### src/rtl/lsu_pkg.sv
// Shared types and constants for the data-memory load/store unit.
// Access sizes follow the pipeline encoding; the fourth encoding is illegal.
package lsu_pkg;

    typedef enum logic [1:0] {
        SZ_BYTE = 2'b00,
        SZ_HALF = 2'b01,
        SZ_WORD = 2'b10
    } size_e;

    typedef enum logic [1:0] {
        IDLE    = 2'b00,
        RD_WAIT = 2'b01,
        WR_WAIT = 2'b10
    } state_e;

    localparam logic [3:0] STRB_BYTE = 4'b0001;
    localparam logic [3:0] STRB_HALF = 4'b0011;
    localparam logic [3:0] STRB_WORD = 4'b1111;

endpackage

### src/rtl/lsu_align.sv
// Combinational lane logic: store strobes and replicated data, misalign detection,
// and load lane extraction with sign/zero extension.
module lsu_align
    import lsu_pkg::*;
(
    input  logic [1:0]  req_size,
    input  logic [1:0]  req_lane,
    input  logic [31:0] req_wdata,
    output logic [3:0]  st_strb,
    output logic [31:0] st_data,
    output logic        misalign,
    input  logic [1:0]  ld_size,
    input  logic [1:0]  ld_lane,
    input  logic        ld_unsigned,
    input  logic [31:0] ld_word,
    output logic [31:0] ld_data
);

    logic [7:0]  ld_byte;
    logic [15:0] ld_half;

    always_comb begin
        st_strb  = 4'b0000;
        st_data  = req_wdata;
        misalign = 1'b0;
        case (req_size)
            SZ_BYTE: begin
                st_strb = STRB_BYTE << req_lane;
                st_data = {4{req_wdata[7:0]}};
            end
            SZ_HALF: begin
                st_strb  = STRB_HALF << req_lane;
                st_data  = {2{req_wdata[15:0]}};
                misalign = req_lane[0];
            end
            SZ_WORD: begin
                st_strb  = STRB_WORD;
                misalign = (req_lane != 2'b00);
            end
            default: misalign = 1'b1;
        endcase
    end

    // Only aligned accesses reach the load path, so the half lane is bit 1 alone.
    always_comb begin
        ld_byte = ld_word[{ld_lane, 3'b000} +: 8];
        ld_half = ld_lane[1] ? ld_word[31:16] : ld_word[15:0];
        ld_data = ld_word;
        case (ld_size)
            SZ_BYTE: ld_data = ld_unsigned ? {24'h0, ld_byte} : {{24{ld_byte[7]}}, ld_byte};
            SZ_HALF: ld_data = ld_unsigned ? {16'h0, ld_half} : {{16{ld_half[15]}}, ld_half};
            default: ld_data = ld_word;
        endcase
    end

endmodule

### src/rtl/dmem_lsu.sv
// Load/store unit between the pipeline and a valid/ready data memory: one access in
// flight, response two cycles after acceptance at best, with a bounded wait.
module dmem_lsu
    import lsu_pkg::*;
#(
    parameter int TIMEOUT_CYCLES = 255,
    parameter int AW             = 32
) (
    input  logic          clk,
    input  logic          reset,
    input  logic          req_valid,
    output logic          req_ready,
    input  logic          req_is_store,
    input  logic [1:0]    req_size,
    input  logic          req_unsigned,
    input  logic [AW-1:0] req_addr,
    input  logic [31:0]   req_wdata,
    output logic          resp_valid,
    output logic [31:0]   resp_rdata,
    output logic          misalign,
    output logic          timeout,
    output logic          stall_pipe,
    output logic          dmem_read_ready,
    output logic          dmem_write_ready,
    output logic [AW-1:0] dmem_read_address,
    output logic [AW-1:0] dmem_write_address,
    output logic [31:0]   dmem_write_data,
    output logic [3:0]    dmem_write_byte,
    input  logic [31:0]   dmem_read_data,
    input  logic          dmem_read_valid,
    input  logic          dmem_write_valid
);

    localparam int CW = $clog2(TIMEOUT_CYCLES + 1);

    state_e        state, state_nxt;
    logic [CW-1:0] cnt, cnt_inc;
    logic [AW-1:0] addr_q;
    logic [31:0]   wdata_q;
    logic [3:0]    strb_q;
    logic [1:0]    size_q, lane_q;
    logic          unsigned_q;

    logic          accept, mem_vld, wait_abort, req_misalign;
    logic [3:0]    st_strb;
    logic [31:0]   st_data, ld_data;

    lsu_align u_align (
        .req_size    (req_size),
        .req_lane    (req_addr[1:0]),
        .req_wdata   (req_wdata),
        .st_strb     (st_strb),
        .st_data     (st_data),
        .misalign    (req_misalign),
        .ld_size     (size_q),
        .ld_lane     (lane_q),
        .ld_unsigned (unsigned_q),
        .ld_word     (dmem_read_data),
        .ld_data     (ld_data)
    );

    assign req_ready          = (state == IDLE) && !reset;
    assign stall_pipe         = (state != IDLE);
    assign dmem_read_ready    = (state == RD_WAIT);
    assign dmem_write_ready   = (state == WR_WAIT);
    assign dmem_read_address  = addr_q;
    assign dmem_write_address = addr_q;
    assign dmem_write_data    = wdata_q;
    assign dmem_write_byte    = strb_q;

    assign accept  = req_valid && req_ready;
    assign mem_vld = ((state == RD_WAIT) && dmem_read_valid) ||
                     ((state == WR_WAIT) && dmem_write_valid);
    assign cnt_inc = cnt + CW'(1);
    // A completion arriving in the limit cycle takes priority over the abort.
    assign wait_abort = (state != IDLE) && !mem_vld && (cnt_inc == CW'(TIMEOUT_CYCLES));

    always_comb begin
        state_nxt = state;
        case (state)
            IDLE: begin
                if (accept && !req_misalign)
                    state_nxt = req_is_store ? WR_WAIT : RD_WAIT;
            end
            RD_WAIT, WR_WAIT: begin
                if (mem_vld || wait_abort)
                    state_nxt = IDLE;
            end
            default: state_nxt = IDLE;
        endcase
    end

    always_ff @(posedge clk or posedge reset) begin
        if (reset) begin
            state      <= IDLE;
            cnt        <= '0;
            addr_q     <= '0;
            wdata_q    <= '0;
            strb_q     <= '0;
            size_q     <= '0;
            lane_q     <= '0;
            unsigned_q <= 1'b0;
            resp_valid <= 1'b0;
            resp_rdata <= '0;
            misalign   <= 1'b0;
            timeout    <= 1'b0;
        end else begin
            state      <= state_nxt;
            resp_valid <= 1'b0;
            resp_rdata <= '0;
            misalign   <= 1'b0;
            timeout    <= 1'b0;

            if (state == IDLE || state_nxt != state)
                cnt <= '0;
            else
                cnt <= cnt_inc;

            if (accept) begin
                if (req_misalign) begin
                    resp_valid <= 1'b1;
                    misalign   <= 1'b1;
                end else begin
                    addr_q     <= {req_addr[AW-1:2], 2'b00};
                    size_q     <= req_size;
                    lane_q     <= req_addr[1:0];
                    unsigned_q <= req_unsigned;
                    if (req_is_store) begin
                        wdata_q <= st_data;
                        strb_q  <= st_strb;
                    end
                end
            end

            if (mem_vld) begin
                resp_valid <= 1'b1;
                if (state == RD_WAIT)
                    resp_rdata <= ld_data;
            end

            if (wait_abort) begin
                resp_valid <= 1'b1;
                timeout    <= 1'b1;
            end
        end
    end

endmodule
### config.mk
export PLATFORM = sky130hd
export DESIGN_NAME = dmem_lsu
export DESIGN_NICKNAME = d
export VERILOG_FILES = /design/src/rtl/lsu_pkg.sv /design/src/rtl/lsu_align.sv /design/src/rtl/dmem_lsu.sv
export SDC_FILE = /design/constraint.sdc
export NUM_CORES = 1
export LEC_CHECK = 0
export ABC_AREA = 1
export BUFFER_PORTS_ARGS = -buffer_cell sky130_fd_sc_hd__buf_4
export CAP_MARGIN = 20
export CORE_MARGIN = 3
export CORE_UTILIZATION = 35
export DETAILED_ROUTE_END_ITERATION = 6
export HOLD_SLACK_MARGIN = 0.1
export SLEW_MARGIN = 20
export SYNTH_ARGS = -nofsm -noshare
export SYNTH_HDL_FRONTEND = slang
export SYNTH_SLANG_ARGS = --single-unit
### constraint.sdc
create_clock -name clk -period 10.7 [get_ports clk]
set_input_delay 2.14 -clock clk [delete_from_list [all_inputs] [get_ports clk]]
set_output_delay 2.14 -clock clk [all_outputs]
set_load 0.05 [all_outputs]
==> out/qor.yml, run 1 <==
gp_congestion: 0.821
fin_crit_sh: 0.443
synthDistinctLibCells: 35
start_util: 0.361
syn_area_per_cell_um2: 8.44
placed_cells: 1053
wl_per_cell_um: 14.5
seq_area_um2: 2900
slew_headroom: 0.336
cts_setup_buffers: 0
ant_nets: 0
crit_path_max_fanout: 2
rsz0062_at_grt: "no"
status: "finished, final reports clean"
drt-initial-drc-count: 271
layout_commonest_cell: "buf_4"
start_kind: "input port"
numCtsBuffers: 17
dr.pass1.iters: 4
setup_viol: 0
dieArea_um2: 17400
instances_no_fill: 1085
grt_pass1_wl_um: 25400
finalInstanceArea_um2: 7890
ios: 244
clock_path_buffers: 2
netlist_area_um2: 5550
max_freq_ghz: 0.211
routed_via_density: 4.52
cts_tree: "built"
drv_slew: 0
io_buffers: 239
antenna_cells: 0
first_global_vias: 4798
area_growth_pct: 42.3
cts_resized: 0
ys_warn_count: 0
multi_input_area_um2: 2100
clkSinkCount: 116
finalSetupTns_ns: 0
min_period_ns: 4.74
cp_slowest_stage_delay_ns: 0.21
nets: 972
core_area_um2: 15400
crit_top_cell: "buf_4"
power_w: 0.00269
arrival_ns: 2.60
cts-root-buf: "clkbuf_16"
die_h_um: 132
vias: 4909
final_cell_mix: "buf_4 (240), nand2_1 (230), dfrtp_1 (116)"
final_util: 0.513
yosysSeqAreaShare: 0.523
dp_hpwl_um: 11600
ir_drop_mv: 0.159
reg2reg_depth: 10
antenna_found_initial: 0
tightest_slew_ns: 0.995
synth_cells: 657
htreeDepth: 4
path_clk_slew_ns: 0.05
synth_edf_count: 0
powerDensity_nw_per_um2: 341
insertion_delay_ns: 0.41
grt_max_degree: 64
gr-usage-all-layers: 0.182
critical_path_required_ns: 8.56
fillCellCount: 1550
drc_errors: 0
crit_slowest_cell: "buf_4"
finalHoldViolCount: 0
fp-row-count: 45
drv_cap: 0
worstHoldPathCells: 1
die_x_um: 132
postCtsHoldBufs: 0
cp-end-kind: "output port"
async_reset_ff_frac: 1.00
clock-skew-final_ns: 0.00570
dominantRegCellSynth: "dfrtp_1"
ys_ff_latch: 116
drive_gt1_frac: 0.342
crit_chain: "buf_4 -> nor2_2 -> buf_4"
cellLeakagePower_nw: 4.25
finalWirelength_um: 15700
hold_path_class: "register to register"
critPathKind: "input port to output port"
place_area_um2: 7270
grt-ovfl-total: 0
[through the flow]
stage               hold WS, ns  worst slack, ns
floorplan                 0.442             5.49
global placement          0.465             5.98
detailed placement        0.464             5.96
CTS                       0.474             5.95
global route              0.502             5.92
finish                    0.468             5.96
[cells in the mapped netlist (6+ instances only)]
master,number,area share
ha_1,6,0.014
o21ai_0,47,0.042
buf_4,34,0.046
nand2_1,230,0.16
nor2_2,11,0.012
nor2_1,43,0.029
mux2i_1,7,0.013
o21ai_1,6,0.0054
clkbuf_1,15,0.010
buf_2,6,0.0054
o211ai_1,8,0.011
a221oi_1,8,0.013
o21a_1,6,0.0081
inv_1,50,0.034
a21oi_1,14,0.013
nand3_1,10,0.0090
dfrtp_1,116,0.52
[kinds of logic after synthesis]
group / Yosys count / synth area share
compound gates: 98 / 0.106
other cells: 1 / 0.000676
buf+inv: 112 / 0.100
fa+ha+maj: 6 / 0.0135
flops: 116 / 0.523
simple gates: 317 / 0.244
mux: 7 / 0.0126
[state kept, by name (all words and copies together), names as in the netlist]
name,count
resp_valid,1
dmem_write_data,32
unsigned_q,1
timeout,1
dmem_write_byte,4
state,2
misalign,1
resp_rdata,32
cnt,8
size_q,2
lane_q,2
dmem_read_address,30
[layout make-up]
cell class,count,share of cell area
repair buffers,240,0.228
clock inverters,10,0.0195
flip-flops and latches,116,0.368
well taps,211,0.0335
clock buffers,22,0.0588
inverters,54,0.0260
multi-input cells,432,0.266
[worst max-delay path, delay by kind of cell]
kind                   cells  cell delay, ns
buffers and inverters      2            0.34
and+or+nand+nor            1            0.12
[where the power goes]
group          internal, W  switching (W)
Sequential        0.000584       0.000129
Combinational     0.000387       0.000995
Clock             0.000400       0.000197
[routing by layer]
metal | wire length [um] | vias to the layer above | global-route usage
li1 | - | 2460 | -
met1 | 7260 | 2264 | 0.243
met2 | 7300 | 168 | 0.284
met3 | 900 | 17 | 0.0466
met4 | 247 | 0 | 0.0741
met5 | 0 | - | 0
[path summary, 6_finish.rpt]
check	slack [ns]	from	to
setup reg to reg	7.58	state[1]$_DFF_PP0_	dmem_write_data[26]$_DFFE_PP0P_
max in group asynchronous	7.58	reset	dmem_write_data[23]$_DFFE_PP0P_
setup / recovery	5.96	reset	req_ready
min in group asynchronous	1.86	reset	cnt[0]$_DFF_PP0_
hold reg to reg	0.47	cnt[0]$_DFF_PP0_	cnt[0]$_DFF_PP0_
hold / removal	0.47	cnt[0]$_DFF_PP0_	cnt[0]$_DFF_PP0_
No activity file was read; power rests on OpenSTA's default activity.
==> run 2, diff against run 1 <==
==> constraint.sdc (replaced) <==
create_clock -name clk -period 4.3 [get_ports clk]
set_input_delay 0.86 -clock clk [delete_from_list [all_inputs] [get_ports clk]]
set_output_delay 0.86 -clock clk [all_outputs]
set_load 0.05 [all_outputs]
==> out/qor.yml, run 2 (same netlist as run 1, synthesis figures left out) <==
status: "finished, final reports clean"
dieArea_um2: 17400
slew_headroom: 0.361
cts-root-buf: "clkbuf_16"
drt-initial-drc-count: 210
postCtsHoldBufs: 0
critPathKind: "register to register"
dr.pass1.iters: 4
wl_per_cell_um: 14.2
hold_path_class: "register to register"
cp-end-kind: "register"
ios: 244
tightest_slew_ns: 0.957
fp-row-count: 45
fin_crit_sh: 0.629
routed_via_density: 4.51
die_x_um: 132
core_area_um2: 15400
drv_cap: 0
reg2reg_depth: 10
finalSetupTns_ns: 0
drv_slew: 0
p_clk_frac: 0.216
finalWirelength_um: 15400
p_comb_frac: 0.517
numCtsBuffers: 17
dp_hpwl_um: 11500
ir_drop_mv: 0.363
path_clk_slew_ns: 0.05
cellLeakagePower_nw: 4.26
final_cell_mix: "buf_4 (240), nand2_1 (230), dfrtp_1 (116)"
cts_setup_buffers: 0
start_util: 0.361
drive_gt1_frac: 0.344
p_sw_frac: 0.493
whs_endpoint: "cnt[0]$_DFF_PP0_"
clock-skew-final_ns: 0.00600
max_freq_ghz: 0.370
switchingPower_w: 0.00327
cts_tree: "built"
rrSetupSlack_ns: 1.60
layout_commonest_cell: "buf_4"
seq_power_share: 0.267
area_growth_pct: 42.4
crit_path_max_fanout: 42
setup_viol: 0
instances_no_fill: 1086
clock_path_buffers: 2
fillCellCount: 1485
min_from: "cnt[0]$_DFF_PP0_"
htreeDepth: 4
vias: 4900
powerDensity_nw_per_um2: 841
clkSinkCount: 116
cts_resized: 0
critical_path_required_ns: 4.59
final_util: 0.514
start_kind: "register"
gp_congestion: 0.799
drc_errors: 0
insertion_delay_ns: 0.41
ant_nets: 0
grt-ovfl-total: 0
grt_pass1_wl_um: 25000
finalHoldViolCount: 0
antenna_cells: 0
arrival_ns: 2.99
grt_max_degree: 72
first_global_vias: 4731
placed_cells: 1054
gr-usage-all-layers: 0.179
rsz0062_at_grt: "no"
io_buffers: 239
nets: 973
min_period_ns: 2.70
intPower_w: 0.00337
die_h_um: 132
r2r_start: "state[1]$_DFF_PP0_"
worstHoldPathCells: 1
antenna_found_initial: 0
r2r_end: "dmem_read_address[16]$_DFFE_PP0N_"
run 2: layout make-up:
cell class,count,area [um2],share of cell area
Sequential cell,116,2900,0.368
Multi-Input combinational cell,432,2100,0.266
Timing Repair Buffer,241,1820,0.231
Clock buffer,22,474,0.0601
Tap cell,211,264,0.0334
Inverter,54,205,0.0260
Clock inverter,10,129,0.0163
run 2: power by group through the flow:
stage	clock network [W]	registers (W)	logic, W
2_1_floorplan	0	0.00284	0.00149
3_3_place_gp	0	0.00180	0.00344
3_5_place_dp	0	0.00179	0.00346
4_1_cts	0.00147	0.00178	0.00346
5_1_grt	0.00151	0.00184	0.00363
6_report	0.00143	0.00177	0.00344
run 2: worst max-delay path by stage:
stage / start / to / slack (ns) / cells after the start
floorplan: reset / cnt[0]$_DFF_PP0_ / 0.37 / 1
global placement: req_size[1] / dmem_read_address[8]$_DFFE_PP0N_ / 1.30 / 9
detailed placement: req_size[1] / dmem_read_address[30]$_DFFE_PP0N_ / 1.26 / 9
CTS: state[1]$_DFF_PP0_ / dmem_read_address[30]$_DFFE_PP0N_ / 1.55 / 10
global route: state[1]$_DFF_PP0_ / dmem_read_address[27]$_DFFE_PP0N_ / 1.28 / 10
finish: state[1]$_DFF_PP0_ / dmem_read_address[16]$_DFFE_PP0N_ / 1.60 / 10
run 2: per-stage QoR:
step                hold slack [ns]  cell area [um2]  total power, W  setup WS (ns)
floorplan                     0.442             5560         0.00433          0.368
global placement              0.459             7290         0.00524           1.30
detailed placement            0.468             7290         0.00525           1.26
CTS                           0.478             7900         0.00671           1.55
global route                  0.496             7900         0.00698           1.28
finish                        0.471             7900         0.00664           1.60
run 2: worst max-delay path, cell delays in order (launching register included):
cell	delay [ns]
dfrtp_1	0.42
inv_1	0.14
ha_1	0.26
inv_2	0.08
nor2_2	0.10
nand2_1	0.18
nor2_8	0.19
buf_4	0.39
inv_1	0.55
nand2_1	0.20
nand2_1	0.06
run 2: layer usage:
| layer | routed length, um | up-vias | track usage |
|---|---|---|---|
| li1 | - | 2462 | - |
| met1 | 7020 | 2249 | 0.238 |
| met2 | 7200 | 171 | 0.281 |
| met3 | 891 | 18 | 0.0466 |
| met4 | 265 | 0 | 0.0677 |
| met5 | 0 | - | 0 |
==> run 3, diff against run 2 <==
==> constraint.sdc (replaced) <==
create_clock -name clk -period 2.3 [get_ports clk]
set_input_delay 0.46 -clock clk [delete_from_list [all_inputs] [get_ports clk]]
set_output_delay 0.46 -clock clk [all_outputs]
set_load 0.05 [all_outputs]
==> out/qor.yml, run 3 (same netlist as run 1, synthesis figures left out) <==
arrival_ns: 2.39
drc_errors: 0
crit_top_cell: "nand2_1"
multi_input_area_um2: 2110
crit_family: "simple AND/OR/NAND/NOR gates"
antenna_cells: 0
switchingPower_w: 0.00609
p_clk_frac: 0.207
crit_buf_inv: 2
crit_chain: "inv_1 -> ha_2 -> inv_2 -> nor2_4 -> nand2_2 -> nor2_8 -> nand2_8 -> o21ai_1 -> nand2_1 -> nand2_1 -> nand2_1 -> nand2_1 -> nand2_2 -> nand2_4 -> nor2_2"
cp_slowest_stage_delay_ns: 0.42
grt_pass1_wl_um: 25100
fillCellCount: 1479
cp-end-kind: "register"
final_cell_mix: "buf_4 (250), nand2_1 (229), dfrtp_1 (115)"
area_growth_pct: 44.0
fin_crit_sh: 0.909
critical_path_required_ns: 2.60
drv_slew: 0
drive_gt1_frac: 0.353
grt-ovfl-total: 0
dp_hpwl_um: 11500
vias: 4952
start_kind: "register"
gr-usage-all-layers: 0.179
crit_path_max_fanout: 8
cts_tree: "built"
die_x_um: 132
nets: 985
finalHoldViolCount: 0
status: "finished, final reports clean"
fp-row-count: 45
htreeDepth: 4
intPower_w: 0.00627
clock_path_buffers: 2
die_h_um: 132
setup_viol: 0
wl_per_cell_um: 14.1
dr.pass1.iters: 4
finalWirelength_um: 15400
cts_setup_buffers: 0
rrSetupSlack_ns: 0.21
critPathKind: "register to register"
max_freq_ghz: 0.478
p_sw_frac: 0.493
seq_area_um2: 2900
ant_nets: 0
cellLeakagePower_nw: 4.30
grt_max_degree: 53
antenna_found_initial: 0
drt-initial-drc-count: 270
insertion_delay_ns: 0.41
p_comb_frac: 0.535
routed_via_density: 4.52
finalSetupTns_ns: 0
hold_path_class: "input port to register"
dieArea_um2: 17400
ios: 244
gp_congestion: 0.833
min_period_ns: 2.09
powerDensity_nw_per_um2: 1550
tightest_slew_ns: 0.533
first_global_vias: 4772
clock-skew-final_ns: 0.00570
clkSinkCount: 116
slew_headroom: 0.643
start_util: 0.361
rsz0062_at_grt: "no"
cts-root-buf: "clkbuf_16"
crit_slowest_cell: "dfrtp_1"
holdWs_ns: 0.245
ir_drop_mv: 0.723
seq_power_share: 0.258
path_clk_slew_ns: 0.05
core_area_um2: 15400
layout_commonest_cell: "buf_4"
numCtsBuffers: 17
io_buffers: 239
drv_cap: 0
[run 3: cell count changes in the layout (fill, tap and decap cells not counted), sizes merged]
cell,delta
buf,+11
bufinv,-1
clkbuf,+2
clkinv,-5
clkinvlp,+2
dlygate4sd3,+1
inv,-1
[run 3: tightest hold or removal path: stages]
cell     delay, ns
buf_4         0.07
nand2_1       0.04
nand2_1       0.05
[run 3: final timing paths]
check,startpoint,endpoint,depth (start not counted)
max reg2reg,state[1]$_DFF_PP0_,cnt[7]$_DFF_PP0_,15
min reg2reg,cnt[0]$_DFF_PP0_,cnt[0]$_DFF_PP0_,1
min in group asynchronous,reset,dmem_write_data[11]$_DFFE_PP0P_,3
max,state[1]$_DFF_PP0_,cnt[7]$_DFF_PP0_,15
max in group asynchronous,reset,dmem_read_address[16]$_DFFE_PP0N_,4
min,req_addr[22],dmem_read_address[22]$_DFFE_PP0N_,3
[run 3: area by class of cell]
cell class	instances	share of cell area
flip-flops and latches	116	0.364
clock inverters	5	0.00940
multi-input cells	432	0.265
clock buffers	24	0.0616
well taps	211	0.0331
repair buffers	253	0.241
inverters	54	0.0263
[run 3: power by group through the flow]
| stage | Sequential [W] | Combinational [W] | Clock (W) |
|---|---|---|---|
| floorplan | 0.00531 | 0.00280 | 0 |
| global route | 0.00330 | 0.00699 | 0.00270 |
| global placement | 0.00321 | 0.00663 | 0 |
| finish | 0.00319 | 0.00662 | 0.00256 |
| CTS | 0.00319 | 0.00667 | 0.00262 |
| detailed placement | 0.00321 | 0.00666 | 0 |
[run 3: metal layers]
metal / track usage / wire (um)
met5: 0 / 0
met4: 0.0648 / 281
met3: 0.0550 / 1150
met2: 0.274 / 7070
met1: 0.239 / 6890
[run 3: timing repair]
| action | in CTS | in global routing |
|---|---|---|
| resized for setup | 0 | 5 |
| setup endpoints to repair | 0 | 16 |
| hold endpoints to repair | 13 | 0 |
| hold buffers | 1 | 0 |
[run 3: stage by stage]
| stage | setup WS [ns] | util | std cells | area [um2] | total power (W) |
|---|---|---|---|---|---|
| CTS | 0.126 | 0.519 | 1095 | 7970 | 0.0125 |
| finish | 0.210 | 0.519 | 1095 | 7990 | 0.0124 |
| global placement | 0.214 | 0.481 | 1065 | 7400 | 0.00984 |
| global route | 0.000854 | 0.519 | 1095 | 7990 | 0.0130 |
| detailed placement | 0.134 | 0.481 | 1065 | 7400 | 0.00987 |
| floorplan | 0.00373 | - | 660 | 5570 | 0.00811 |
